===== src/rtl/mem_port_arbiter.sv =====
// Round-robin arbiter that serves two requesters on a cs/rd/oe chip-select memory.
// Control pins are registered so mem_a/mem_rd are stable around every mem_cs pulse.
module mem_port_arbiter #(
  parameter int unsigned AW = 2,
  parameter int unsigned DW = 3
) (
  input  logic          clk,
  input  logic          rst_n,
  input  logic          r0_valid,
  input  logic          r0_we,
  input  logic [AW-1:0] r0_addr,
  input  logic [DW-1:0] r0_wdata,
  output logic          r0_ready,
  output logic          r0_done,
  output logic [DW-1:0] r0_rdata,
  input  logic          r1_valid,
  input  logic          r1_we,
  input  logic [AW-1:0] r1_addr,
  input  logic [DW-1:0] r1_wdata,
  output logic          r1_ready,
  output logic          r1_done,
  output logic [DW-1:0] r1_rdata,
  output logic          mem_cs,
  output logic          mem_rd,
  output logic          mem_oe,
  output logic [AW-1:0] mem_a,
  output logic [DW-1:0] mem_i,
  input  logic [DW-1:0] mem_o
);

  typedef enum logic [2:0] {
    StIdle,
    StWSetup,
    StWPulse,
    StWHold,
    StRSetup,
    StREn
  } state_e;

  state_e        state_q, state_d;
  logic          rr_ptr_q, rr_ptr_d;
  logic          id_q, id_d;
  logic          mem_cs_d, mem_rd_d, mem_oe_d;
  logic [AW-1:0] mem_a_d;
  logic [DW-1:0] mem_i_d;
  logic          r0_done_d, r1_done_d;
  logic [DW-1:0] r0_rdata_d, r1_rdata_d;

  logic          idle;
  logic          accept;
  logic          sel_we;
  logic [AW-1:0] sel_addr;
  logic [DW-1:0] sel_wdata;

  // rr_ptr only breaks ties; a lone valid requester always wins.
  assign idle      = (state_q == StIdle);
  assign r0_ready  = idle & r0_valid & (~r1_valid | ~rr_ptr_q);
  assign r1_ready  = idle & r1_valid & (~r0_valid | rr_ptr_q);
  assign accept    = r0_ready | r1_ready;
  assign sel_we    = r1_ready ? r1_we    : r0_we;
  assign sel_addr  = r1_ready ? r1_addr  : r0_addr;
  assign sel_wdata = r1_ready ? r1_wdata : r0_wdata;

  // Next-state values are the pin levels for the state being entered.
  always_comb begin
    state_d    = state_q;
    rr_ptr_d   = rr_ptr_q;
    id_d       = id_q;
    mem_cs_d   = 1'b0;
    mem_oe_d   = 1'b0;
    mem_rd_d   = mem_rd;
    mem_a_d    = mem_a;
    mem_i_d    = mem_i;
    r0_done_d  = 1'b0;
    r1_done_d  = 1'b0;
    r0_rdata_d = r0_rdata;
    r1_rdata_d = r1_rdata;
    unique case (state_q)
      StIdle: begin
        mem_rd_d = 1'b1;
        if (accept) begin
          id_d     = r1_ready;
          rr_ptr_d = ~r1_ready;
          mem_a_d  = sel_addr;
          if (sel_we) begin
            mem_i_d  = sel_wdata;
            mem_rd_d = 1'b0;
            state_d  = StWSetup;
          end else begin
            state_d  = StRSetup;
          end
        end
      end
      StWSetup: begin
        mem_cs_d = 1'b1;
        mem_rd_d = 1'b0;
        state_d  = StWPulse;
      end
      StWPulse: begin
        mem_rd_d = 1'b0;
        state_d  = StWHold;
      end
      StWHold: begin
        mem_rd_d  = 1'b1;
        r0_done_d = ~id_q;
        r1_done_d = id_q;
        state_d   = StIdle;
      end
      StRSetup: begin
        mem_cs_d = 1'b1;
        mem_oe_d = 1'b1;
        mem_rd_d = 1'b1;
        state_d  = StREn;
      end
      StREn: begin
        mem_rd_d  = 1'b1;
        r0_done_d = ~id_q;
        r1_done_d = id_q;
        if (id_q) r1_rdata_d = mem_o;
        else      r0_rdata_d = mem_o;
        state_d   = StIdle;
      end
      default: state_d = StIdle;
    endcase
  end

  always_ff @(posedge clk or negedge rst_n) begin
    if (!rst_n) begin
      state_q  <= StIdle;
      rr_ptr_q <= 1'b0;
      id_q     <= 1'b0;
      mem_cs   <= 1'b0;
      mem_rd   <= 1'b1;
      mem_oe   <= 1'b0;
      mem_a    <= '0;
      mem_i    <= '0;
      r0_done  <= 1'b0;
      r1_done  <= 1'b0;
      r0_rdata <= '0;
      r1_rdata <= '0;
    end else begin
      state_q  <= state_d;
      rr_ptr_q <= rr_ptr_d;
      id_q     <= id_d;
      mem_cs   <= mem_cs_d;
      mem_rd   <= mem_rd_d;
      mem_oe   <= mem_oe_d;
      mem_a    <= mem_a_d;
      mem_i    <= mem_i_d;
      r0_done  <= r0_done_d;
      r1_done  <= r1_done_d;
      r0_rdata <= r0_rdata_d;
      r1_rdata <= r1_rdata_d;
    end
  end

endmodule

===== config.mk =====
export PLATFORM = sky130hd
export DESIGN_NAME = mem_port_arbiter
export DESIGN_NICKNAME = d
export VERILOG_FILES = /design/src/rtl/mem_port_arbiter.sv
export SDC_FILE = /design/constraint.sdc
export NUM_CORES = 1
export LEC_CHECK = 0
export CORE_UTILIZATION = 37
export DETAILED_ROUTE_END_ITERATION = 6
export PLACE_DENSITY = 0.7
export SYNTH_ARGS = -nofsm -noshare
export SYNTH_HDL_FRONTEND = slang
export SYNTH_SLANG_ARGS = --single-unit
export TNS_END_PERCENT = 50

===== constraint.sdc =====
create_clock -name clk -period 2.9 [get_ports clk]
set_input_delay 0.29 -clock clk [delete_from_list [all_inputs] [get_ports clk]]
set_output_delay 0.29 -clock clk [all_outputs]
set_load 0.005 [all_outputs]

# After elaboration in Yosys (flattened, before gate mapping)
# Cells that the tools add are included.
totals:
  ff_bits: 21
  elab_cells: 53
  out_inout_bits: 18
op_classes:
  eq_ne: 6
  bitwise: 12
  reduce_logical: 10
  n_mux: 13
op_table:
  columns: ["op", "n"]
  rows:
  - ["3-bit one-hot mux with 4 select lines", 1]
  - ["3-bit 2-to-1 mux", 3]
  - ["1-bit 2-to-1 mux", 7]
  - ["3-bit by 2-bit equality test with 1-bit output, second input constant", 2]
  - ["3-bit equality test, second input constant", 2]
  - ["2-bit AND reduction", 3]
  - ["2-bit OR reduction", 3]
  - ["1-bit NOT", 5]
  - ["1-bit AND", 4]
  - ["3-bit by 1-bit equality test with 1-bit output, second input constant", 1]
  - ["3-bit zero test", 1]
  - ["1-bit OR", 3]
  - ["1-bit one-hot mux with 3 select lines", 1]
  - ["3-bit AND reduction", 1]
  - ["3-bit nonzero test", 1]
  - ["3-bit OR reduction", 1]
  - ["2-bit 2-to-1 mux", 1]
  - ["2-bit by 1-bit != test with 1-bit output, second input constant", 1]

# Longest topological paths before layout
logic_depth:
  depth_word: 7
  mapped_depth: 6
  mapped_depth_nobuf: 5

# Worst setup path before layout
# No wires, ideal clock.
synth_path:
  path_kind: "register to register"
  startpoint: "register state_q[1]"
  endpoint: "register mem_i[2]"
  path_stages_with_launch: 7
  t_required_ps: 2775
  setup_ps: 125
  path_buffers: 1
  arrival_ps: 1462
  slack_ps: 1313
  cell_sequence: "dfrtp_1 -> buf_6 -> nor3_4 -> nand3_4 -> inv_1 -> a22o_4 -> mux2_2"
synth_between:
  elab_chain_cells: 5
  elab_cells_between_ends: 9
synth_rtl:
  columns: ["item", "line_no", "source"]
  rows:
  - ["start: declaration", "40", "state_e state_q, state_d;"]
  - ["start signal: assignment", "129", "state_q <= StIdle;"]
  - ["start signal: assignment", "142", "state_q <= state_d;"]
  - ["3-bit zero test (*)", "56", "assign idle = (state_q == StIdle);"]
  - ["1-bit AND (*) (2 in a row)", "58", "assign r1_ready = idle & r1_valid & (~r0_valid | rr_ptr_q);"]
  - ["named net r1_ready", "20", "output logic r1_ready,"]
  - ["1-bit OR or 1-bit 2-to-1 mux (tied branches)", "59, 60", null]
  - ["3-bit AND reduction (no line)", null, null]
  - ["end signal: assignment", "149", "mem_i <= mem_i_d;"]
  - ["end: declaration", "27", "output logic [DW-1:0] mem_i,"]
# The timed path passes the listed nets; every way through them passes the cells marked *.
# A chain may end at the register's enable or synchronous reset.

# Worst setup path in the final report
layout_path:
  startpoint: "register state_q[1]"
  endpoint: "output port r1_ready"
layout_between:
  elab_chain_cells: 3
layout_rtl:
  columns: ["item", "line_no"]
  rows:
  - ["3-bit zero test", "56"]
  - ["1-bit AND (2 in a row)", "58"]
  - ["end: declaration", "20"]
# No other way between the ends.

==> summary.log <==
qor: setup_path.cp_cell_sequence nor3_4, nand3_4, inv_1, clkdlybuf4s50_1
qor: clock_tree.ctsLongestPathBuffers 2
qor: grt.grtUsageTotal 14.4%
qor: sta.maxClockFrequency 0.446 GHz
qor: setup_path.r2r-end mem_i[2]
qor: hold_path.timing.hold.worst.class input port to async pin
qor: grt.pin_count_of_the_biggest_net_entering_global_routing 22
qor: yosys.synth-async-reset-ratio 100%
qor: yosys.postSynthRegisterBits 21
qor: clock_tree.holdBufCountCts 0
qor: setup_path.crit_path_max_incr_delay 0.53 ns
qor: sta.max_slew_margin 39.0%
qor: layout.final_core_util 54.8%
qor: route.final_antenna_net_count 0
qor: sta.fin_tns_setup 0 ns
qor: clock_tree.clk_transition_reported_paths 0.11 ns
qor: layout.synthToLayoutAreaGrowth 41.4%
qor: yosys.top_count_cell_post_synth sky130_fd_sc_hd__dfrtp_1
qor: setup_path.slowest_stage sky130_fd_sc_hd__dfrtp_1
qor: flow_run.maxCapViolations 0
qor: setup_path.startpoint_type flop
qor: pwr.irDropWorstVdd 0.420 mV
qor: sta.final.setup.worst_slack 0.658 ns
qor: setup_path.critPathBufInv 2
qor: yosys.syn-cell-area 952 sq um
qor: sta.finalWorstPathRequiredPeriod 2.24 ns
qor: setup_path.critical_path_arrival 1.95 ns
qor: clock_tree.cts_num_sinks 21
qor: status.result_of_the_run finished, final reports clean
qor: layout.share_of_layout_cells_above_drive_strength_1 16.8%
qor: clock_tree.clock_tree.htree_level_count 1
qor: route.drtPass1Iterations 4
qor: sta.finalSetupViolations 0
qor: clock_tree.cts_setup_buffers 0
qor: floorplan.starting_density 38.8%
qor: route.drt-vias-per-instance 4.90
qor: yosys.synthDominantAreaCellType sky130_fd_sc_hd__dfrtp_1
qor: setup_path.timing.critical_path.fanout_max 10
qor: sta.timing_worst_slew_pin_value 0.912 ns
qor: clock_tree.cts_tree done
qor: yosys.synth.avg_cell_area 12.5 sq um
qor: sta.rsz_0062_raised_after_global_routing no
qor: route.drc 0
qor: floorplan.die_span_in_x 52.7 um
qor: place.preCtsSetupSlack 0.957 ns
qor: yosys.number_of_nets_in_the_synthesized_netlist 95
qor: yosys.top_cells_by_area_synth sky130_fd_sc_hd__dfrtp_1 53%, sky130_fd_sc_hd__mux2_2 8.3%, sky130_fd_sc_hd__mux2_4 4.7%, sky130_fd_sc_hd__nand2_1 3.2%, sky130_fd_sc_hd__dfstp_2 2.8%
qor: yosys.synth.distinct_cells 26
qor: sta.finalHoldViolations 0
qor: floorplan.design.portCount 37
qor: clock_tree.clkLatencyLatePin 0.31 ns
qor: route.detailed_route_iter0_violations 5
qor: grt.antenna_found_initial 0
qor: floorplan.core_area 2450 sq um
qor: yosys.yosysSeqAreaShare 55.3%
qor: layout.finish.net_count 133
qor: sta.layout_worst_path_cycle_share 77.3%
qor: layout.num-fill-cells 227
qor: place.place.port_buffers 36
qor: sta.drv_slew 0
qor: setup_path.worst_r2r_startpoint state_q[1]
qor: route.routed_wirelength 1740 um
qor: floorplan.placementRows 18
qor: yosys.synth_top_area_share 52.6%
qor: sta.worst_clock_skew 0.00450 ns
qor: yosys.yosys_warnings 0
qor: clock_tree.root_buffer sky130_fd_sc_hd__clkbuf_4
qor: yosys.netlist_instances 76
qor: place.post-dp-hpwl 1330 um
qor: grt.final_global_route_overflow_total 0
qor: yosys.synth_edf_count 0
qor: clock_tree.cts_inserted_buffers 3
qor: clock_tree.post_cts_resize_count 0
qor: floorplan.die_area 2780 sq um
qor: pwr.static_leakage 0.000579 uW
qor: setup_path.data_required_time_of_the_worst_path 2.61 ns
qor: setup_path.kind_of_cell_adding_the_most_delay_to_the_critical_path buffers and inverters
qor: yosys.synth_common_cells 20 x sky130_fd_sc_hd__dfrtp_1, 8 x sky130_fd_sc_hd__nand2_1, 7 x sky130_fd_sc_hd__mux2_2, 7 x sky130_fd_sc_hd__nor2_1
qor: route.num_vias 700
qor: setup_path.worstSetupEndpointType primary output
qor: yosys.synth_flop_cell sky130_fd_sc_hd__dfrtp_1
qor: route.post_drt_wl_per_cell 12.2 um
qor: floorplan.die_h 52.7 um
qor: grt.wire_length_of_the_first_global_routing_pass 2760 um
qor: setup_path.rrSetupSlack 1.16 ns
qor: setup_path.crit_type flop to primary output
qor: pwr.power.density_cell_area 920 nW/um^2
qor: grt.first_global_vias 649
qor: setup_path.r2r.worst_path.cells 5
qor: layout.antennaDiodeCount 0
qor: place.finalWeightedCongestion 0.697
[logic make-up after synthesis]
| kind of cell | Yosys count | synth area share (%) |
|---|---|---|
| XOR/XNOR | 3 | 2.76 |
| buffers and inverters | 6 | 4.34 |
| multiplexers | 12 | 15.4 |
| AND/OR/NAND/NOR | 22 | 12.6 |
| flip-flops | 21 | 55.3 |
| AO/OA/AOI/OAI | 12 | 9.59 |
[registers in the layout, summed over array words and instances, names as in the netlist]
| name | count |
|---|---|
| rr_ptr_q | 1 |
| r1_rdata | 3 |
| id_q | 1 |
| r0_rdata | 3 |
| mem_oe | 1 |
| r0_done | 1 |
| mem_i | 3 |
| mem_cs | 1 |
| mem_rd | 1 |
| mem_a | 2 |
| r1_done | 1 |
| state_q | 3 |
[metal layers]
layer | vias up | track usage, % | share of wire (%)
met2 | 32 | 22.2 | 47
li1 | 332 | - | -
met1 | 331 | 17.5 | 43
met4 | 0 | 9.21 | 2.3
met5 | - | 0 | 0
met3 | 5 | 4.06 | 7.7
[area by class of cell]
cell class                 count  area, sq um  share of cell area [%]
inverter                       3         11.3                   0.836
timing repair buffer          36          360                    26.8
clock buffer                   4         26.3                    1.95
multi-input combinational     49          384                    28.5
tap                           30         37.5                    2.79
sequential                    21          527                    39.1
[how the worst max path moves through the flow]
stage	from	to	cells past startpoint
2_1_floorplan	state_q[1]	mem_i[2]	6
3_3_place_gp	r0_valid	r1_ready	5
3_5_place_dp	r0_valid	r1_ready	5
4_1_cts	state_q[1]	r1_ready	4
5_1_grt	state_q[1]	r0_ready	4
6_report	state_q[1]	r1_ready	4
[through the flow]
| stage | hold slack, ns | power, uW | area, sq um | cells |
|---|---|---|---|---|
| 2_1_floorplan | -0.00559 | 860 | 952 | 76 |
| 6_report | 0.483 | 1240 | 1350 | 143 |
| 3_5_place_dp | 0.475 | 1110 | 1320 | 139 |
| 5_1_grt | 0.537 | 1340 | 1350 | 143 |
| 4_1_cts | 0.507 | 1260 | 1350 | 143 |
| 3_3_place_gp | 0.466 | 1090 | 1320 | 139 |
[where the power goes]
group	internal [uW]	switching, uW
sequential	424	111
clock	53.7	88.3
combinational	366	196
[placed cells by master, fill, tap and decap left out, types with 2 or more instances in the layout]
| cell | Yosys | layout |
|---|---|---|
| sky130_fd_sc_hd__a21oi_1 | 2 | 2 |
| sky130_fd_sc_hd__a22oi_1 | 2 | 2 |
| sky130_fd_sc_hd__clkbuf_4 | 0 | 3 |
| sky130_fd_sc_hd__clkdlybuf4s50_1 | 0 | 36 |
| sky130_fd_sc_hd__dfrtp_1 | 20 | 20 |
| sky130_fd_sc_hd__inv_1 | 2 | 2 |
| sky130_fd_sc_hd__mux2_1 | 2 | 2 |
| sky130_fd_sc_hd__mux2_2 | 7 | 7 |
| sky130_fd_sc_hd__mux2_4 | 3 | 3 |
| sky130_fd_sc_hd__nand2_1 | 8 | 8 |
| sky130_fd_sc_hd__nand2b_1 | 2 | 2 |
| sky130_fd_sc_hd__nor2_1 | 7 | 7 |
| sky130_fd_sc_hd__o21a_1 | 2 | 2 |
| sky130_fd_sc_hd__o21ai_0 | 2 | 2 |
| sky130_fd_sc_hd__xnor2_1 | 3 | 3 |
Note: power is estimated with default switching activity, not from simulation.
